==> src/rtl/hit_manager.sv <==
// hit_manager
// Turns the raw ship/asteroid collision level into one-cycle life-loss pulses.
// After each hit the ship stays invulnerable for INVULN_TICKS frame ticks, so a
// single overlap costs exactly one life. It also drives the ship visibility
// (blink) and game-over flags used by the video path.
//
// Optional feature macro: HIT_BLINK_EN
//   defined   : ship_visible blinks while invulnerable, with a half-period of
//               BLINK_TICKS ticks, starting hidden.
//   undefined : ship_visible stays 1 for the whole invulnerable period, and
//               BLINK_TICKS has no effect.
//
// Ports
//   clock        in  rising-edge clock
//   clr          in  synchronous active-high reset, highest priority
//   start        in  new-game request (IDLE/OVER -> ARMED)
//   tick         in  one-cycle frame strobe
//   collision    in  level, ship overlaps an asteroid
//   lives_zero   in  level, lives counter is at zero
//   dec_pulse    out one-cycle life-loss pulse (lives counter enable)
//   invuln       out high while invulnerable
//   ship_visible out ship draw enable
//   game_over    out high in OVER
//   state        out FSM state for debug (IDLE=00 ARMED=01 INVULN=10 OVER=11)

module hit_manager #(
  parameter int INVULN_TICKS = 120,
  parameter int BLINK_TICKS  = 8,
  parameter int CNT_W        = 8
) (
  input  logic       clock,
  input  logic       clr,
  input  logic       start,
  input  logic       tick,
  input  logic       collision,
  input  logic       lives_zero,
  output logic       dec_pulse,
  output logic       invuln,
  output logic       ship_visible,
  output logic       game_over,
  output logic [1:0] state
);

  typedef enum logic [1:0] {
    IDLE   = 2'b00,
    ARMED  = 2'b01,
    INVULN = 2'b10,
    OVER   = 2'b11
  } state_e;

  // Parameter range guards, evaluated at elaboration.
  if (INVULN_TICKS < 1 || INVULN_TICKS > (2 ** CNT_W) - 1) begin : g_bad_invuln
    $error("hit_manager: INVULN_TICKS outside 1..2^CNT_W-1");
  end
  if (BLINK_TICKS < 1 || BLINK_TICKS > 255) begin : g_bad_blink
    $error("hit_manager: BLINK_TICKS outside 1..255");
  end

  state_e           state_q, state_d;
  logic             dec_pulse_q, dec_pulse_d;
  logic [CNT_W-1:0] cnt_q, cnt_d;
  logic             vis_q, vis_d;

`ifdef HIT_BLINK_EN
  localparam logic [7:0] BLINK_LAST = 8'(BLINK_TICKS - 1);
  logic [7:0] blink_q, blink_d;
`endif

  // Main FSM and invulnerability counter.
  // NOTE: every always_comb output gets a default first, so no path can leave
  // a variable unassigned and infer a latch.
  always_comb begin
    state_d     = state_q;
    dec_pulse_d = 1'b0;
    cnt_d       = cnt_q;
    case (state_q)
      IDLE: begin
        if (start) state_d = ARMED;
      end
      ARMED: begin
        // An empty lives count ends the game even if the ship is hit this cycle.
        if (lives_zero) begin
          state_d = OVER;
        end else if (collision) begin
          state_d     = INVULN;
          dec_pulse_d = 1'b1;
          cnt_d       = CNT_W'(INVULN_TICKS);
        end
      end
      INVULN: begin
        // lives_zero is tested before the exit tick, so the decrement from the
        // last life (visible two cycles after the hit) always reaches OVER.
        if (lives_zero) begin
          state_d = OVER;
        end else if (tick) begin
          // <= 1 rather than == 1 keeps the counter from wrapping below zero.
          if (cnt_q <= CNT_W'(1)) begin
            cnt_d   = '0;
            state_d = ARMED;
          end else begin
            cnt_d = cnt_q - 1'b1;
          end
        end
      end
      OVER: begin
        if (start) state_d = ARMED;
      end
      default: state_d = IDLE;
    endcase
  end

  // Ship visibility, registered so the video path sees a clean Moore output.
  always_comb begin
    vis_d = 1'b0;
`ifdef HIT_BLINK_EN
    blink_d = blink_q;
`endif
    case (state_d)
      ARMED: vis_d = 1'b1;
      INVULN: begin
`ifdef HIT_BLINK_EN
        if (state_q != INVULN) begin
          // Entering invulnerability: start hidden with a fresh half-period.
          vis_d   = 1'b0;
          blink_d = '0;
        end else if (tick) begin
          if (blink_q == BLINK_LAST) begin
            vis_d   = ~vis_q;
            blink_d = '0;
          end else begin
            vis_d   = vis_q;
            blink_d = blink_q + 8'd1;
          end
        end else begin
          vis_d = vis_q;
        end
`else
        vis_d = 1'b1;
`endif
      end
      default: vis_d = 1'b0;
    endcase
  end

  // NOTE: clr is sampled on the clock edge only (synchronous reset), and all
  // state updates use non-blocking assignments so every flop sees the
  // pre-edge values of the others.
  always_ff @(posedge clock) begin
    if (clr) begin
      state_q     <= IDLE;
      dec_pulse_q <= 1'b0;
      cnt_q       <= '0;
      vis_q       <= 1'b0;
`ifdef HIT_BLINK_EN
      blink_q     <= '0;
`endif
    end else begin
      state_q     <= state_d;
      dec_pulse_q <= dec_pulse_d;
      cnt_q       <= cnt_d;
      vis_q       <= vis_d;
`ifdef HIT_BLINK_EN
      blink_q     <= blink_d;
`endif
    end
  end

  assign dec_pulse    = dec_pulse_q;
  assign invuln       = (state_q == INVULN);
  assign game_over    = (state_q == OVER);
  assign ship_visible = vis_q;
  assign state        = state_q;

endmodule

==> config.mk <==
export PLATFORM = sky130hd
export DESIGN_NAME = hit_manager
export DESIGN_NICKNAME = d
export VERILOG_FILES = /design/src/rtl/hit_manager.sv
export SDC_FILE = /design/constraint.sdc
export NUM_CORES = 1
export LEC_CHECK = 0
export CAP_MARGIN = 20
export CORE_UTILIZATION = 30
export DETAILED_ROUTE_END_ITERATION = 8
export GPL_ROUTABILITY_DRIVEN = 0
export GPL_TIMING_DRIVEN = 1
export PLACE_DENSITY_LB_ADDON = 0.25
export SYNTH_ARGS = -nofsm -noshare
export SYNTH_HDL_FRONTEND = slang
export SYNTH_SLANG_ARGS = --single-unit
==> constraint.sdc <==
create_clock -name clock -period 4.83 [get_ports clock]
set_input_delay 0.966 -clock clock [delete_from_list [all_inputs] [get_ports clock]]
set_output_delay 0.966 -clock clock [all_outputs]
set_load 0.03 [all_outputs]
==> impl_metrics.csv <==
group,metric,value,unit
drt,wirelength,1.50,mm
drt,firstDrtPassIters,4,
cts,cts.sinks,12,
cts,cts_inserted_buffers,3,
drt,vias,675,
placed_design,pre_cts_ws,2.23,ns
die,die_width,52.6,um
timing,finalWorstSetupSlack,2.01,ns
pwr,internal_power,0.000332,W
pwr,power_density,641,nW/um^2
run,timing.max_cap.violations,0,
timing,hold_ws,0.495,ns
timing,max_freq,354,MHz
yosys,syn-instance-count,89,
setup_path,worstPathBufferInverterCount,1,
timing,timing_max_transition_violations_final,0,
outcome,status,"completed",
yosys,muxShareOfSynthArea,1.30,%
global_routing,groute.usage.overall,13.1,%
cells_and_area,nFillCells,223,
pwr,power_switching,0.000265,W
cells_and_area,drive_above_1_share,12.9,%
yosys,synth_top_cell_by_area,"sky130_fd_sc_hd__dfxtp_1",
yosys,yosys-top-cells-count,"12 x sky130_fd_sc_hd__dfxtp_1, 8 x sky130_fd_sc_hd__a21oi_1, 8 x sky130_fd_sc_hd__nor2_1",
cts,clk-insertion-delay-late,0.26,ns
die,die-height,52.6,um
hold_path,timing.hold.worst.class,"flip-flop to flip-flop",
pwr,pwr-share-seq,28.3,%
setup_path,timing.critical_path.required,3.86,ns
cts,holdBufCountCts,0,
cells_and_area,finalInstanceArea,931,sq um
cells_and_area,finish.net_count,113,
placed_design,dpl_cell_area,895,sq um
yosys,yosys_register_bits,12,
yosys,seq_area_frac_synth,31.2,%
drt,vias_per_cell,5.23,
cts,cts.root.buffer_cell,"sky130_fd_sc_hd__clkbuf_4",
placed_design,port-buffer-count,11,
timing,period_minus_slack,2.82,ns
global_routing,grt.overflow.total,0,
setup_path,crit_path_cell_trace,"ha_1 > clkdlybuf4s50_1",
pwr,leakage,0.317,nW
timing,fin_skew,0.000307,ns
global_routing,antenna_found_initial,0,
global_routing,largest_net_degree_at_the_start_of_global_routing,13,
yosys,syn_nets,100,
die,core_region_area,2320,sq um
yosys,yosys.area_share.simple,30.1,%
placed_design,detailed_place_hpwl,1.15,mm
timing,setup_viol,0,
pwr,power.share.combinational,58.9,%
cts,cts_htree_levels,1,
setup_path,worstSetupEndpointType,"output port",
cts,cts_repair_resize_count,0,
setup_path,max_stage_delay,0.73,ns
yosys,synth_xor_xnor_area_share,3.41,%
cts,tritoncts,"yes",
setup_path,crit_path_max_fanout,9,
yosys,synth_adder_area_share,8.13,%
yosys,post_synth_num_cell_types,38,
yosys,post-synth-top-area-fraction,31.2,%
pwr,worst_ir_drop_vdd,0.000309,V
setup_path,worstSetupPathType,"flip-flop to output port",
pwr,power_switching_share,44.3,%
cells_and_area,n_antenna_cell,0,
yosys,synth_area,769,sq um
yosys,synthTopCellsByArea,"sky130_fd_sc_hd__dfxtp_1 31%, sky130_fd_sc_hd__ha_1 8.1%, sky130_fd_sc_hd__a21oi_1 5.2%, sky130_fd_sc_hd__nor2_1 3.9%, sky130_fd_sc_hd__inv_1 2.9%",
setup_path,critical_path_arrival,1.86,ns
cells_and_area,area_growth_syn_to_layout,21.0,%
cts,cts.repair_timing.setup_buffer_count,0,
yosys,ys_dominant_reg_cell,"sky130_fd_sc_hd__dfxtp_1",
yosys,synth_most_common_cell,"sky130_fd_sc_hd__dfxtp_1",
yosys,main_combinational_cell_family_by_area_after_synthesis,"simple AND/OR/NAND/NOR gates",
timing,total_negative_slack,0,ns
drt,remaining_drc_errors,0,
cts,cts_max_path_buffers,2,
yosys,synth_enable_flop_cells,0,
yosys,synthesis.area_per_instance,8.65,sq um
timing,timing.slew.headroom,69.8,%
drt,detail_route.wl_per_cell,11.7,um
cts,cts.clk_slew.worst_paths,0.07,ns
timing,final_report_hold_violation_count,0,
global_routing,first_global_vias,589,
drt,first_iter_violations,24,
die,initial_utilization,33.2,%
yosys,synth_compound_area_share,20.3,%
setup_path,worst_setup_path_start_kind,"flip-flop",
setup_path,cpMaxStageDelayCell,"sky130_fd_sc_hd__clkdlybuf4s50_1",
die,boundaryPins,12,
timing,grt_setup_unrepaired,"false",
die,rows,17,
yosys,yosys_warnings,0,
timing,post-route-period-util,58.5,%
pwr,clock_power_share,12.9,%
drt,antenna_violating_nets_post_route,0,
yosys,postSynth.asyncResetShare,0,%
setup_path,path_delay_family,"buffers and inverters",
timing,worstMarginPinSlew,0.449,ns
global_routing,grt_pass1_wl,2.62,mm
die,fp.dieArea,2770,sq um
-- logic make-up after synthesis --
family,Yosys count
AO/OA/AOI/OAI,23
XOR/XNOR,3
adder cells (fa/ha/maj),5
buffers and inverters,9
flip-flops,12
multiplexers,1
AND/OR/NAND/NOR,36
-- power groups by stage --
stage,combinational (W),clock (W),sequential (W)
floorplan,0.000260,0,0.000186
CTS,0.000351,0.0000805,0.000169
finish,0.000351,0.0000768,0.000169
global placement,0.000355,0,0.000170
global route,0.000390,0.0000861,0.000174
detailed placement,0.000349,0,0.000171
-- worst register-to-register path: stages, from the launching register on --
cell	delay [ns]
sky130_fd_sc_hd__dfxtp_1	0.45
sky130_fd_sc_hd__ha_1	0.41
sky130_fd_sc_hd__nor2_2	0.13
sky130_fd_sc_hd__or4_4	0.58
sky130_fd_sc_hd__o41ai_2	0.21
sky130_fd_sc_hd__a21oi_1	0.10
-- state kept, by name, indices dropped and copies added, names as in the netlist --
| name | count |
|---|---|
| cnt_q | 8 |
| dec_pulse | 1 |
| ship_visible | 1 |
| state | 2 |
-- layer usage --
layer / vias to the layer above / GRT usage [%] / wire (um)
met1: 313 / 18.3 / 794
met3: 2 / 3.48 / 48
met5: - / 0 / 0
li1: 351 / - / -
met4: 0 / 6.58 / 14
met2: 9 / 17.9 / 646
-- layout make-up --
type | instances | area, sq um | area share (%)
Clock buffer | 4 | 36.3 | 3.90
Inverter | 6 | 22.5 | 2.42
Multi-Input combinational cell | 68 | 487 | 52.3
Sequential cell | 12 | 240 | 25.8
Tap cell | 28 | 35.0 | 3.76
Timing Repair Buffer | 11 | 110 | 11.8
-- cells in the final DEF (no fill, tap or decap), types with 2 or more instances in the layout --
master / count
sky130_fd_sc_hd__dfxtp_1: 12
sky130_fd_sc_hd__clkdlybuf4s50_1: 11
sky130_fd_sc_hd__a21oi_1: 8
sky130_fd_sc_hd__nor2_1: 8
sky130_fd_sc_hd__inv_1: 6
sky130_fd_sc_hd__nand2_1: 5
sky130_fd_sc_hd__ha_1: 5
sky130_fd_sc_hd__nor3_1: 4
sky130_fd_sc_hd__o21ai_0: 4
sky130_fd_sc_hd__nand4_1: 3
sky130_fd_sc_hd__clkbuf_4: 3
sky130_fd_sc_hd__nand3b_1: 2
sky130_fd_sc_hd__xor2_1: 2
sky130_fd_sc_hd__nor2b_1: 2
sky130_fd_sc_hd__a31o_2: 2
sky130_fd_sc_hd__nand4b_1: 2
-- path summary, 6_finish.rpt --
kind | depth (start not counted) | slack, ns | end | start
max | 2 | 2.01 | invuln | state[1]
min | 2 | 0.49 | cnt_q[3] | cnt_q[3]
max reg2reg | 5 | 2.83 | cnt_q[3] | state[1]
min reg2reg | 2 | 0.49 | cnt_q[3] | cnt_q[3]
-- metrics by stage --
step / std cells / power (W) / utilization, %
2_1_floorplan: 89 / 0.000445 / -
3_3_place_gp: 125 / 0.000525 / 38.6
3_5_place_dp: 125 / 0.000520 / 38.6
4_1_cts: 129 / 0.000600 / 40.2
5_1_grt: 129 / 0.000650 / 40.2
6_report: 129 / 0.000597 / 40.2
No activity file was read; power rests on OpenSTA's default activity.
